### src/rtl/pip_hazard_ctrl.sv
// pip_hazard_ctrl: stall/bubble controller for the 5-stage MIPS pipeline.
// Detects Tuse/Tnew data hazards and holds HI/LO instructions in D
// while the mult/div unit is busy. It drives the PC and inter-stage
// register enables, plus the D/E bubble clear.
// Inputs:  D sources and Tuse, E/M destinations and Tnew, mult/div launch.
// Outputs: pc_en, fd_en, de_clr, em_en, mw_en, stall, md_busy.
// Optional: PIP_HAZARD_STATS_EN adds stall_cnt and md_stall_cnt
// (saturating 32-bit stall counters).
module pip_hazard_ctrl #(
    parameter int MULT_CYCLES = 5,
    parameter int DIV_CYCLES  = 10,
    parameter int CNT_W       = 4
) (
    input  logic        clk,
    input  logic        reset,
    input  logic [4:0]  d_rs,
    input  logic [4:0]  d_rt,
    input  logic [1:0]  d_tuse_rs,
    input  logic [1:0]  d_tuse_rt,
    input  logic        d_md,
    input  logic [4:0]  e_wa,
    input  logic [1:0]  e_tnew,
    input  logic        e_md_start,
    input  logic        e_md_div,
    input  logic [4:0]  m_wa,
    input  logic [1:0]  m_tnew,
    output logic        pc_en,
    output logic        fd_en,
    output logic        de_clr,
    output logic        em_en,
    output logic        mw_en,
    output logic        stall,
`ifdef PIP_HAZARD_STATS_EN
    output logic [31:0] stall_cnt,
    output logic [31:0] md_stall_cnt,
`endif
    output logic        md_busy
);

    logic [CNT_W-1:0] cnt_q, cnt_d;
    logic             hz_rs, hz_rt, md_stall;

    // Tuse of 3 marks an unused source; $0 is never a real dependency.
    always_comb begin
        hz_rs = (d_tuse_rs != 2'd3) && (d_rs != 5'd0) &&
                (((d_rs == e_wa) && (e_tnew > d_tuse_rs)) ||
                 ((d_rs == m_wa) && (m_tnew > d_tuse_rs)));
        hz_rt = (d_tuse_rt != 2'd3) && (d_rt != 5'd0) &&
                (((d_rt == e_wa) && (e_tnew > d_tuse_rt)) ||
                 ((d_rt == m_wa) && (m_tnew > d_tuse_rt)));
    end

    // The start cycle itself counts as busy, so the counter is loaded
    // with N-1 and the launch pulse covers the first cycle.
    always_comb begin
        cnt_d = cnt_q;
        if (e_md_start) begin
            cnt_d = e_md_div ? CNT_W'(DIV_CYCLES - 1)
                             : CNT_W'(MULT_CYCLES - 1);
        end else if (cnt_q != '0) begin
            cnt_d = cnt_q - 1'b1;
        end
    end

    always_ff @(posedge clk or posedge reset) begin
        if (reset) cnt_q <= '0;
        else       cnt_q <= cnt_d;
    end

    // md_busy is forced low by reset so it drops with the async clear.
    always_comb begin
        md_busy  = !reset && (e_md_start || (cnt_q != '0));
        md_stall = d_md && md_busy;
        stall    = hz_rs || hz_rt || md_stall;
        pc_en    = !stall;
        fd_en    = !stall;
        de_clr   = stall;
        em_en    = 1'b1;
        mw_en    = 1'b1;
    end

`ifdef PIP_HAZARD_STATS_EN
    logic [31:0] stall_cnt_q, stall_cnt_d;
    logic [31:0] md_stall_cnt_q, md_stall_cnt_d;

    always_comb begin
        stall_cnt_d    = stall_cnt_q;
        md_stall_cnt_d = md_stall_cnt_q;
        if (stall && (stall_cnt_q != '1))
            stall_cnt_d = stall_cnt_q + 32'd1;
        if (md_stall && (md_stall_cnt_q != '1))
            md_stall_cnt_d = md_stall_cnt_q + 32'd1;
    end

    always_ff @(posedge clk or posedge reset) begin
        if (reset) begin
            stall_cnt_q    <= '0;
            md_stall_cnt_q <= '0;
        end else begin
            stall_cnt_q    <= stall_cnt_d;
            md_stall_cnt_q <= md_stall_cnt_d;
        end
    end

    assign stall_cnt    = stall_cnt_q;
    assign md_stall_cnt = md_stall_cnt_q;
`endif

endmodule

### config.mk
export PLATFORM = sky130hd
export DESIGN_NAME = pip_hazard_ctrl
export DESIGN_NICKNAME = d
export VERILOG_FILES = /design/src/rtl/pip_hazard_ctrl.sv
export SDC_FILE = /design/constraint.sdc
export NUM_CORES = 1
export LEC_CHECK = 0
export CORE_MARGIN = 3
export CORE_UTILIZATION = 34
export DETAILED_ROUTE_END_ITERATION = 16
export GPL_ROUTABILITY_DRIVEN = 0
export MAX_ROUTING_LAYER = met4
export PLACE_DENSITY_LB_ADDON = 0.08
export RECOVER_POWER = 100
export SLEW_MARGIN = 10
export SYNTH_ARGS = -nofsm -noshare
export SYNTH_HDL_FRONTEND = slang
export SYNTH_SLANG_ARGS = --single-unit
### constraint.sdc
create_clock -name clk -period 1.6 [get_ports clk]
set_input_delay 0.24 -clock clk [delete_from_list [all_inputs] [get_ports clk]]
set_output_delay 0.24 -clock clk [all_outputs]
set_load 0.05 [all_outputs]
[After elaboration in Yosys (flattened, before gate mapping)]
Cells that the tools add are included.
Storage, ports and cells
  register bits: 4
  output and inout port bits: 7
Operators by class
  $add $sub $neg: 1
  order comparisons: 4
  equality and inequality tests: 6
  mux-type cells: 3
  reduce and logical (&&, ||, !) cells: 21
Operator list (count)
  == test 5 bit: 4
  two-way mux 4 bit: 3
  logical AND 1 bit: 10
  nonzero test 5 bit: 2
  > comparator 2 bit: 4
  logical OR 1 bit: 5
  inequality test 2 bit, second input constant: 2
  nonzero test 4 bit: 1
  subtractor 4 x 1 -> 4 bit, second input constant: 1
  logical NOT 1 bit: 2
  nonzero test 2 bit: 1

[Logic depth before layout (Yosys ltp)]
  word-level depth: 7
  mapped depth: 8

[Least setup slack after synthesis]
No wires, ideal clock.
  kind: register to output
  start point: reg cnt_q[0]
  end point: out stall
  data arrival time: 2.424 ns
  slack: -1.064 ns
  cell stages (with the launch flop): 9
  path buffers: 1
  path through: dfrtp_1 > inv_1 > ha_1 > or3b_1 > nor2_1 > nor2_1 > nand2_1 > nand3_1 > buf_4
Between the ends
  cells in the longest elaborated chain, start to end: 5
RTL lines
  start: declaration: line 40  | logic [CNT_W-1:0] cnt_q, cnt_d;
  start signal: assignment: line 67  | else cnt_q <= cnt_d;
  nonzero test 4 bit: line 72  | md_busy = !reset && (e_md_start || (cnt_q != '0));
  logical OR 1 bit: line 72
  logical AND 1 bit: line 72
  named net md_busy: line 37  | output logic md_busy
  logical AND 1 bit: line 73  | md_stall = d_md && md_busy;
  logical OR 1 bit: line 74  | stall = hz_rs || hz_rt || md_stall;
  end: declaration: line 32  | output logic stall,
The timed path passes the listed nets, and every way through them passes these cells.

[Worst setup path after layout]
  start point: reg cnt_q[0]
  end point: out fd_en
Between the ends
  cells in the longest elaborated chain, start to end: 6
RTL lines
  nonzero test 4 bit: line 72
  logical OR 1 bit: line 72
  logical AND 1 bit: line 72
  logical AND 1 bit: line 73
  logical OR 1 bit: line 74
  logical NOT 1 bit: line 76  | fd_en = !stall;
  end: declaration: line 28  | output logic fd_en,
No other way between the ends.

==> flow_metrics.env <==
export IMPL_fmax_mhz=483
export IMPL_cts_tree="done"
export IMPL_required_ps=1360
export IMPL_hold_viol=0
export IMPL_finalWorstSetupSlack_ps=-469
export IMPL_synth_cell_types=26
export IMPL_setup_viol=5
export IMPL_clk_pin_slew_ps=40
export IMPL_synth_async_reset_ratio=1.00
export IMPL_dp_hpwl_um=1770
export IMPL_synth_edff_count=0
export IMPL_clockRootBuffer="clkbuf_4"
export IMPL_track_usage=0.188
export IMPL_antennaDiodeCount=0
export IMPL_drtIter0Drc=3
export IMPL_end_kind="primary output"
export IMPL_nets=195
export IMPL_cpMostUsedCell="nor2_4"
export IMPL_htree_levels=1
export IMPL_nFillCells=146
export IMPL_grt_overflow=0
export IMPL_power_leakage_nw=0.712
export IMPL_status="finished with violations"
export IMPL_maxCapViolations=0
export IMPL_clock_latency_ps=240
export IMPL_grt_start_max_net_pins=6
export IMPL_synth_common_cells="xnor2_1, inv_1, ha_1, xor2_1, nand2_1"
export IMPL_crit_arrival_ps=1830
export IMPL_synthTopCellsByArea="ha_1, xnor2_1, dfrtp_1"
export IMPL_areaGrowthSynthToFinish_pct=107
export IMPL_first_pass_iters=2
export IMPL_synth_warnings=0
export IMPL_yosysSeqAreaShare=0.139
export IMPL_synth_area_per_cell_sq_um=7.81
export IMPL_layout_drive_gt1_share=0.447
export IMPL_hold_path_class="in -> async"
export IMPL_crit_slowest_cell="or3b_4"
export IMPL_initial_core_util=0.362
export IMPL_ir_drop_uv=317
export IMPL_antenna_found_initial=0
export IMPL_dp_slack_ps=-883
export IMPL_min_period_ps=2070
export IMPL_cp_max_fo=2
export IMPL_routed_wl_um=2430
export IMPL_synth_largest_area_cell="ha_1"
export IMPL_slew_viol_final=0
export IMPL_rsz0062_at_grt="yes"
export IMPL_synth_most_common_cell="xnor2_1"
export IMPL_multi_input_area_sq_um=737
export IMPL_rows=16
export IMPL_fin_cells=177
export IMPL_regMostFlops="cnt_q"
export IMPL_period_share=1.29
export IMPL_grt_pass1_vias=920
export IMPL_largestRegisters="cnt_q x4"
export IMPL_violations="setup timing"
export IMPL_num_io_pins=40
export IMPL_die_h_um=52.0
export IMPL_synth_top_cell_area_share=0.174
export IMPL_finClkSkew_ps=4.53
export IMPL_postRouteAntennaNets=0
export IMPL_die_width_um=52.0
export IMPL_ctsLongestPathBuffers=2
export IMPL_cts_made_buffers=3
export IMPL_core_area_sq_um=1980
export IMPL_routedWlPerCell_um=13.7
export IMPL_cts_num_sinks=4
export IMPL_syn_inst=92
export IMPL_synth_seq_cells=4
export IMPL_seq_area_sq_um=100
export IMPL_worst_setup_path_type="reg -> out"
export IMPL_cp_cell_sequence="inv_2 > ha_4 > or3b_4 > nor2_4 > nor2_4 > nand2_2 > and3_4 > buf_8"
export IMPL_startpoint_type="register"
export IMPL_dieArea_sq_um=2700
export IMPL_grt_pass1_wl_um=3690
export IMPL_io_buffers=37
export IMPL_routed_via_density=4.75
export IMPL_largest_register_ffs=4
export IMPL_synth_area_sq_um=718
export IMPL_drcViolationCount=0
export IMPL_dp_cells=168
export IMPL_power_density_nw_per_um2=591
export IMPL_via_count=841
export IMPL_synthFlopType="dfrtp_1"
export IMPL_max_stage_delay_ps=390
==> kinds of logic (layout without fill, tap and decap cells) <==
| family | Yosys count | in the layout | synth area share |
|---|---|---|---|
| AO/OA/AOI/OAI | 12 | 12 | 0.103 |
| XOR/XNOR | 21 | 21 | 0.256 |
| adder cells (fa/ha/maj) | 10 | 10 | 0.174 |
| buffers and inverters | 16 | 73 | 0.105 |
| flip-flops | 4 | 4 | 0.139 |
| multiplexers | 2 | 2 | 0.0296 |
| other | 1 | 2 | 0.00522 |
| AND/OR/NAND/NOR | 26 | 26 | 0.188 |
==> stage by stage <==
step                       util  setup TNS [ps]  power [mW]  area [sq um]  hold slack [ps]
after CTS                 0.730           -2150       0.859          1450              276
after global placement    0.635           -3120       0.644          1260              529
after floorplan               -           -1220       0.406           767             6.08
after detailed placement  0.635           -3310       0.652          1260              525
after global routing      0.750           -2390       0.941          1490              294
final                     0.750           -2070       0.878          1490              276
==> critical path, delay by kind of cell (launching register included) <==
kind          cells  cell delay (ps)
fa+ha+maj         1              130
simple gates      5              830
flops             1              380
buf+inv           2              230
==> layout by cell type (no fill, tap or decap), drive strengths merged, types with 5 or more instances in the layout <==
cell,Yosys,routed
dlymetal6s2s,0,8
xor2,8,8
nand2,7,7
inv,12,12
dlygate4sd2,0,11
buf,4,26
clkbuf,0,8
clkdlybuf4s50,0,5
xnor2,13,13
ha,10,10
==> final timing paths <==
| path | slack, ps | to | from | cells past startpoint |
|---|---|---|---|---|
| max in group asynchronous | 1170 | cnt_q[2]$_DFFE_PP0N_ | reset | 2 |
| max | -470 | fd_en | cnt_q[0]$_DFFE_PP0N_ | 8 |
| min in group clk | 630 | cnt_q[0]$_DFFE_PP0N_ | e_md_div | 3 |
| min | 280 | cnt_q[3]$_DFFE_PP0N_ | reset | 2 |
| min reg2reg | 690 | cnt_q[1]$_DFFE_PP0N_ | cnt_q[1]$_DFFE_PP0N_ | 3 |
| max reg2reg | 110 | cnt_q[3]$_DFFE_PP0N_ | cnt_q[2]$_DFFE_PP0N_ | 4 |
==> layer usage <==
metal | vias to the layer above | track usage | wire length, um
li1 | 429 | - | -
met1 | 375 | 0.183 | 884
met2 | 33 | 0.374 | 1410
met3 | 4 | 0.0201 | 99
met4 | 0 | 0.0655 | 36
met5 | - | - | 0
==> final cells by class <==
cell class / instances / area share
Tap cell: 27 / 0.0227
Timing Repair Buffer: 58 / 0.369
Multi-Input combinational cell: 73 / 0.496
Clock buffer: 3 / 0.0152
Inverter: 12 / 0.0303
Sequential cell: 4 / 0.0673
==> repair_timing <==
item / in CTS / in global routing
endpoints found under the setup margin: 5 / 5
setup buffers: 6 / 0
pin swaps: 19 / 16
hold buffers: 0 / 0
resized for setup: 47 / 28
==> power by group <==
| group | total [mW] | internal (mW) | leakage [nW] | switching (mW) |
|---|---|---|---|---|
| Clock | 0.126 | 0.0839 | 0.0138 | 0.0416 |
| Sequential | 0.143 | 0.126 | 0.0480 | 0.0169 |
| Combinational | 0.610 | 0.330 | 0.650 | 0.279 |
(Power assumes the default switching activity.)
